$ cat src/rtl/pippo_muldiv_seq_if.sv
// rtl/pippo_muldiv_seq_if.sv - issue-side request/response bundle for the mul/div sequencer
interface pippo_muldiv_seq_if #(
  parameter int width = 64
);
  logic             start;
  logic [2:0]       op;
  logic [width-1:0] opa;
  logic [width-1:0] opb;
  logic             flush;
  logic             busy;
  logic             done;
  logic [width-1:0] result;

  modport master (
    output start, op, opa, opb, flush,
    input  busy, done, result
  );

  modport slave (
    input  start, op, opa, opb, flush,
    output busy, done, result
  );
endinterface

$ cat src/rtl/pippo_muldiv_seq.sv
// rtl/pippo_muldiv_seq.sv - radix-2 iterative RV64 M-extension multiply/divide sequencer
module pippo_muldiv_seq #(
  parameter int width = 64
) (
  input logic               clk,
  input logic               rst,
  pippo_muldiv_seq_if.slave bus
);
  localparam int CW = $clog2(width);
  localparam logic [width-1:0] SMIN = {1'b1, {(width-1){1'b0}}};

  typedef enum logic [2:0] {S_IDLE, S_PREP, S_CALC, S_FIX, S_DONE} state_t;

  state_t             state, state_nx;
  logic [2:0]         op_q;
  logic [width-1:0]   a_q, b_q;
  logic [width-1:0]   opnd;
  logic [2*width-1:0] acc;
  logic [width-1:0]   rem;
  logic [CW-1:0]      cnt;
  logic               neg_q, neg_r, spec_q;
  logic [width-1:0]   spec_res;
  logic [width-1:0]   result_q;

  logic               is_div, signed_a, signed_b, neg_a, neg_b;
  logic               div_zero, div_ovf, special;
  logic [width-1:0]   abs_a, abs_b;
  logic [width:0]     mul_sum, div_shift, div_trial;
  logic [2*width-1:0] prod;
  logic [width-1:0]   quot, rem_fix, fix_sel;

  assign is_div   = op_q[2];
  assign signed_a = (op_q != 3'd3) && (op_q != 3'd5) && (op_q != 3'd7);
  assign signed_b = signed_a && (op_q != 3'd2);
  assign neg_a    = signed_a & a_q[width-1];
  assign neg_b    = signed_b & b_q[width-1];
  assign abs_a    = neg_a ? -a_q : a_q;
  assign abs_b    = neg_b ? -b_q : b_q;
  assign div_zero = is_div && (b_q == '0);
  assign div_ovf  = is_div && !op_q[0] && (a_q == SMIN) && (b_q == '1);
  assign special  = div_zero | div_ovf;

  // acc holds {hi, lo} for multiply; for divide lo carries dividend bits out and quotient bits in
  assign mul_sum   = {1'b0, acc[2*width-1:width]} + (acc[0] ? {1'b0, opnd} : '0);
  assign div_shift = {rem, acc[width-1]};
  assign div_trial = div_shift - {1'b0, opnd};

  assign prod    = neg_q ? -acc : acc;
  assign quot    = neg_q ? -acc[width-1:0] : acc[width-1:0];
  assign rem_fix = neg_r ? -rem : rem;

  always_comb begin
    fix_sel = prod[width-1:0];
    if (spec_q) begin
      fix_sel = spec_res;
    end else begin
      case (op_q)
        3'd0:                fix_sel = prod[width-1:0];
        3'd1, 3'd2, 3'd3:    fix_sel = prod[2*width-1:width];
        3'd4, 3'd5:          fix_sel = quot;
        default:             fix_sel = rem_fix;
      endcase
    end
  end

  always_ff @(posedge clk or posedge rst) begin
    if (rst) state <= S_IDLE;
    else     state <= state_nx;
  end

  always_comb begin
    state_nx = state;
    case (state)
      S_IDLE: if (bus.start && !bus.flush) state_nx = S_PREP;
      // Special divides skip the iteration but still pass through FIX to register the result
      S_PREP: state_nx = bus.flush ? S_IDLE : (special ? S_FIX : S_CALC);
      S_CALC: if (bus.flush) state_nx = S_IDLE;
              else if (cnt == '0) state_nx = S_FIX;
      S_FIX:  state_nx = bus.flush ? S_IDLE : S_DONE;
      S_DONE: state_nx = S_IDLE;
      default: state_nx = S_IDLE;
    endcase
  end

  always_ff @(posedge clk or posedge rst) begin
    if (rst) begin
      op_q     <= '0;
      a_q      <= '0;
      b_q      <= '0;
      opnd     <= '0;
      acc      <= '0;
      rem      <= '0;
      cnt      <= '0;
      neg_q    <= 1'b0;
      neg_r    <= 1'b0;
      spec_q   <= 1'b0;
      spec_res <= '0;
      result_q <= '0;
    end else begin
      case (state)
        S_IDLE: begin
          if (bus.start && !bus.flush) begin
            op_q <= bus.op;
            a_q  <= bus.opa;
            b_q  <= bus.opb;
          end
        end
        S_PREP: begin
          opnd   <= is_div ? abs_b : abs_a;
          acc    <= {{width{1'b0}}, (is_div ? abs_a : abs_b)};
          rem    <= '0;
          cnt    <= CW'(width - 1);
          neg_q  <= neg_a ^ neg_b;
          neg_r  <= neg_a;
          spec_q <= special;
          if (div_zero) spec_res <= op_q[1] ? a_q : '1;
          else          spec_res <= op_q[1] ? '0 : a_q;
        end
        S_CALC: begin
          cnt <= cnt - 1'b1;
          if (is_div) begin
            // Trial subtraction can never exceed width bits, so the shifted-out top bit is safe to drop
            rem <= div_trial[width] ? div_shift[width-1:0] : div_trial[width-1:0];
            acc <= {acc[2*width-1:width], acc[width-2:0], ~div_trial[width]};
          end else begin
            acc <= {mul_sum, acc[width-1:1]};
          end
        end
        S_FIX: begin
          if (!bus.flush) result_q <= fix_sel;
        end
        default: ;
      endcase
    end
  end

  assign bus.busy   = (state != S_IDLE);
  assign bus.done   = (state == S_DONE);
  assign bus.result = result_q;
endmodule

$ cat src/flat_wrapper.sv
// flat-port wrapper written by rule: the top's interface ports become plain ports
module pippo_muldiv_seq_flat 
#(
  parameter int width = 64
)
  (clk, rst, bus_start, bus_op, bus_opa, bus_opb, bus_flush, bus_busy, bus_done, bus_result);
  pippo_muldiv_seq_if #(.width(width)) bus_i ();
  input logic clk;
  input logic rst;
  input wire logic [$bits(bus_i.start)-1:0] bus_start;
  input wire logic [$bits(bus_i.op)-1:0] bus_op;
  input wire logic [$bits(bus_i.opa)-1:0] bus_opa;
  input wire logic [$bits(bus_i.opb)-1:0] bus_opb;
  input wire logic [$bits(bus_i.flush)-1:0] bus_flush;
  output wire logic [$bits(bus_i.busy)-1:0] bus_busy;
  output wire logic [$bits(bus_i.done)-1:0] bus_done;
  output wire logic [$bits(bus_i.result)-1:0] bus_result;
  assign bus_i.start = bus_start;
  assign bus_i.op = bus_op;
  assign bus_i.opa = bus_opa;
  assign bus_i.opb = bus_opb;
  assign bus_i.flush = bus_flush;
  assign bus_busy = bus_i.busy;
  assign bus_done = bus_i.done;
  assign bus_result = bus_i.result;
  pippo_muldiv_seq #(.width(width)) u_core (.clk(clk), .rst(rst), .bus(bus_i));
endmodule
$ cat config.mk
export PLATFORM = sky130hd
export DESIGN_NAME = pippo_muldiv_seq_flat
export DESIGN_NICKNAME = d
export VERILOG_FILES = /design/src/rtl/pippo_muldiv_seq_if.sv /design/src/rtl/pippo_muldiv_seq.sv /design/src/flat_wrapper.sv
export SDC_FILE = /design/constraint.sdc
export NUM_CORES = 2
export LEC_CHECK = 0
export BUFFER_PORTS_ARGS = -buffer_cell sky130_fd_sc_hd__buf_2
export CORE_UTILIZATION = 55
export CTS_BUF_LIST = sky130_fd_sc_hd__clkbuf_8
export CTS_CLUSTER_SIZE = 8
export DETAILED_ROUTE_END_ITERATION = 12
export PLACE_DENSITY = 0.73
export SETUP_SLACK_MARGIN = 0.02
export SLEW_MARGIN = 0
export SYNTH_ARGS = -nofsm -noshare
export SYNTH_HDL_FRONTEND = slang
export SYNTH_SLANG_ARGS = --single-unit
$ cat constraint.sdc
create_clock -name clk -period 22.9 [get_ports clk]
set_input_delay 4.58 -clock clk [delete_from_list [all_inputs] [get_ports clk]]
set_output_delay 4.58 -clock clk [all_outputs]
set_load 0.05 [all_outputs]
==> results.cfg <==
[route]
drc_errors = 0
vias = 38240
wl_um = 153100
drt-wirelength-per-cell_um = 26.58
dr.pass1.iters = 7
drt_iter0_markers = 5226
via_per_inst = 6.639
ant_nets = 0

[clock_network]
cts.repair.resized = 0
htreeDepth = 3
hold_buffers = 0
cts_tree = done
cts_buffer_depth = 3
clk_latency_ps = 760
cts.clk_slew.worst_paths_ps = 60
clkSinkCount = 527
cts_root_buf = clkbuf_8
cts_buffers = 94
cts_setup_buffers = 0

[final_layout]
drive_gt1_frac = 0.1213
final_cell_mix = o21ai_0 (541), dfrtp_1 (524), nand2_1 (452)
nets = 5016
mostFrequentLayoutCell = o21ai_0
post-route-util = 0.6041
final_cells = 5760
syn2layout_area_growth_pct = 8.526

[placed_design]
dp.cells = 5588
post-dp-hpwl_um = 115600
globalplace.congestion = 1.062
dp_slack_ps = 15640
portBuffers = 200

[flow_run]
max_cap_viol_count = 0

[floorplanning]
ioPinCount = 201
die_w_um = 268.5
die_h_um = 268.5
core_area_mm2 = 0.07015
dieArea_mm2 = 0.07207
row_count = 97
start_util = 0.5567

[yosys]
synth_warnings = 0
yosys.area_share.simple = 0.1772
yosys.area.top_type = dfrtp_1
synth.avg_cell_area_um2 = 8.256
yosys_register_bits = 527
synth_xor_area_frac = 0.09240
synth_edf_count = 0
synth.top_cell.area_share = 0.3377
synth_area_mm2 = 0.03905
ys_types = 87
synthArstFlopShare = 1.000
yosysSeqAreaShare = 0.3377
synth_adder_area_share = 0.04428
synth_top_flop_cell = dfrtp_1
muxShareOfSynthArea = 0.07164
synth_top_family_by_area = compound AO/OA/AOI/OAI gates
syn_nets = 5002
synth_compound_area_frac = 0.2323
synthCells = 4730
synthTopCellsByArea = dfrtp_1 (34%), o21ai_0 (6.9%), xnor2_1 (4.7%), a21oi_1 (4.7%), xor2_1 (4.6%)

[worst_setup_path]
cp.depth = 3
cp_num_buf_inv = 1
crit_required_ps = 18320
r2r.worst_path.cells = 14
startpoint_type = register
cp_max_fo = 9
path_cells = nor2_1, and2_1, buf_2
critical_path_class = register to output pin
slowest_delay_ps = 500
arrival_ps = 2130
crit_slowest_cell = dfrtp_1
end_kind = output pin
crit_family = simple AND/OR/NAND/NOR gates

[global_route]
grt_max_degree = 229
gr-total-overflow = 0
grt_pass1_vias = 34590
antenna_found_initial = 10
grt_pass1_wl_um = 223300
grt_use_total = 0.4185

[sta]
period_minus_slack_ps = 6710
final_hold_viol_count = 0
rsz0062_at_grt = false
setup_viol = 0
period_share = 0.2930
relSlewSlack = 0.06841
fin_setup_tns_ps = 0
drv_slew = 0
setup_ws_ps = 16190
worst_pin_slew_ps = 1397
fmax_mhz = 149.0
fin_worst_skew_ps = 56.19

[power_and_ir_drop]
internal-power_uw = 2636
ir_worst_vdd_uv = 77.18
power.net_switching_uw = 2900
clockPowerShare = 0.165
p_leak_uw = 0.01827
p_sw_frac = 0.5238
power_density_mw_per_mm2 = 130.6
combinationalPowerShare = 0.524
power_frac_seq = 0.311

[run_status]
outcome = finished, final reports clean

[min_path]
whs_path_depth = 2
hp-class = register to register
[metrics by stage]
stage	hold WS [ps]	instance area (um2)	power (uW)
after detailed placement	464.6	40460	4475
final	471.9	42380	5536
after floorplan	442.3	39050	3437
after CTS	477.1	42370	5393
after global placement	455.0	40460	4448
after global routing	492.3	42370	5761
[power groups by stage]
stage	clock [uW]	combinational [uW]	sequential, uW
final	916	2900	1720
after floorplan	0	1850	1590
after detailed placement	0	2780	1690
after global placement	0	2760	1690
after CTS	919	2800	1680
after global routing	960	3070	1730
[sequential cells by signal, indices dropped and copies added, names as in the netlist]
signal and cells:
u_core.a_q 64, u_core.spec_q 1, u_core.spec_res 64, u_core.bus.result 64, u_core.op_q 3, u_core.rem 64
u_core.neg_q 1, u_core.acc 128, u_core.cnt 6, u_core.state 3, u_core.neg_r 1, u_core.opnd 64
u_core.b_q 64
[worst min-delay path, cell delays in order (launching register included)]
cell and delay, ps:
dfrtp_1 330, nand2_1 50, o21ai_0 60
[cell usage after synthesis (18+ instances only)]
cell and n:
a211oi_1 80, a21o_1 55, a21oi_1 363, a22oi_1 18, a31oi_1 39, and2_1 23
and3_1 27, buf_1 32, clkbuf_1 288, dfrtp_1 527, ha_1 135, inv_1 130
mux2_2 140, mux2i_1 122, nand2_1 455, nand2b_1 36, nand3_1 131, nand4_1 64
nor2_1 359, nor2b_1 18, nor3_1 118, nor4_1 40, o211ai_1 49, o21a_1 18
o21ai_0 542, o21bai_1 28, o221ai_1 34, o22ai_1 39, o31ai_1 77, o41ai_1 45
or3_1 54, or4_1 31, xnor2_1 209, xor2_1 203
[cells by family (layout without fill, tap and decap cells)]
logic type	after synthesis	count (layout)
AOI/OAI and AO/OA	1492	1492
and+or+nand+nor	1441	1441
DFF	527	527
buffers and inverters	459	545
xor gates and xnor gates	412	412
muxes	262	262
adders and majority gates	137	137
other	0	4
[path summary, 6_finish.rpt]
check / startpoint / endpoint / slack (ps)
max in group asynchronous: rst / u_core.bus.result[44] / 16570
min in group asynchronous: rst / u_core.opnd[11] / 3940
max reg2reg: u_core.acc[63] / u_core.rem[17] / 17030
min reg2reg: u_core.bus.result[17] / u_core.bus.result[17] / 470
min: u_core.bus.result[17] / u_core.bus.result[17] / 470
max: u_core.state[0] / bus_done / 16190
[final cells by class]
type,instances,area (um2)
flip-flops and latches,527,13190
repair buffers,246,1384
clock buffers,113,1555
well taps,940,1176
multi-input cells,3744,24210
inverters,131,499.2
diodes,4,10.01
fillers,6414,27770
clock inverters,55,354.1
[routing by layer]
layer | vias up | share of wire | global-route usage
met1 | 18490 | 0.39 | 0.5495
met2 | 2043 | 0.43 | 0.6148
met4 | 8 | 0.076 | 0.2749
met5 | - | 0.00037 | 0
met3 | 471 | 0.10 | 0.1012
li1 | 17230 | - | -
No activity file was read; power rests on OpenSTA's default activity.
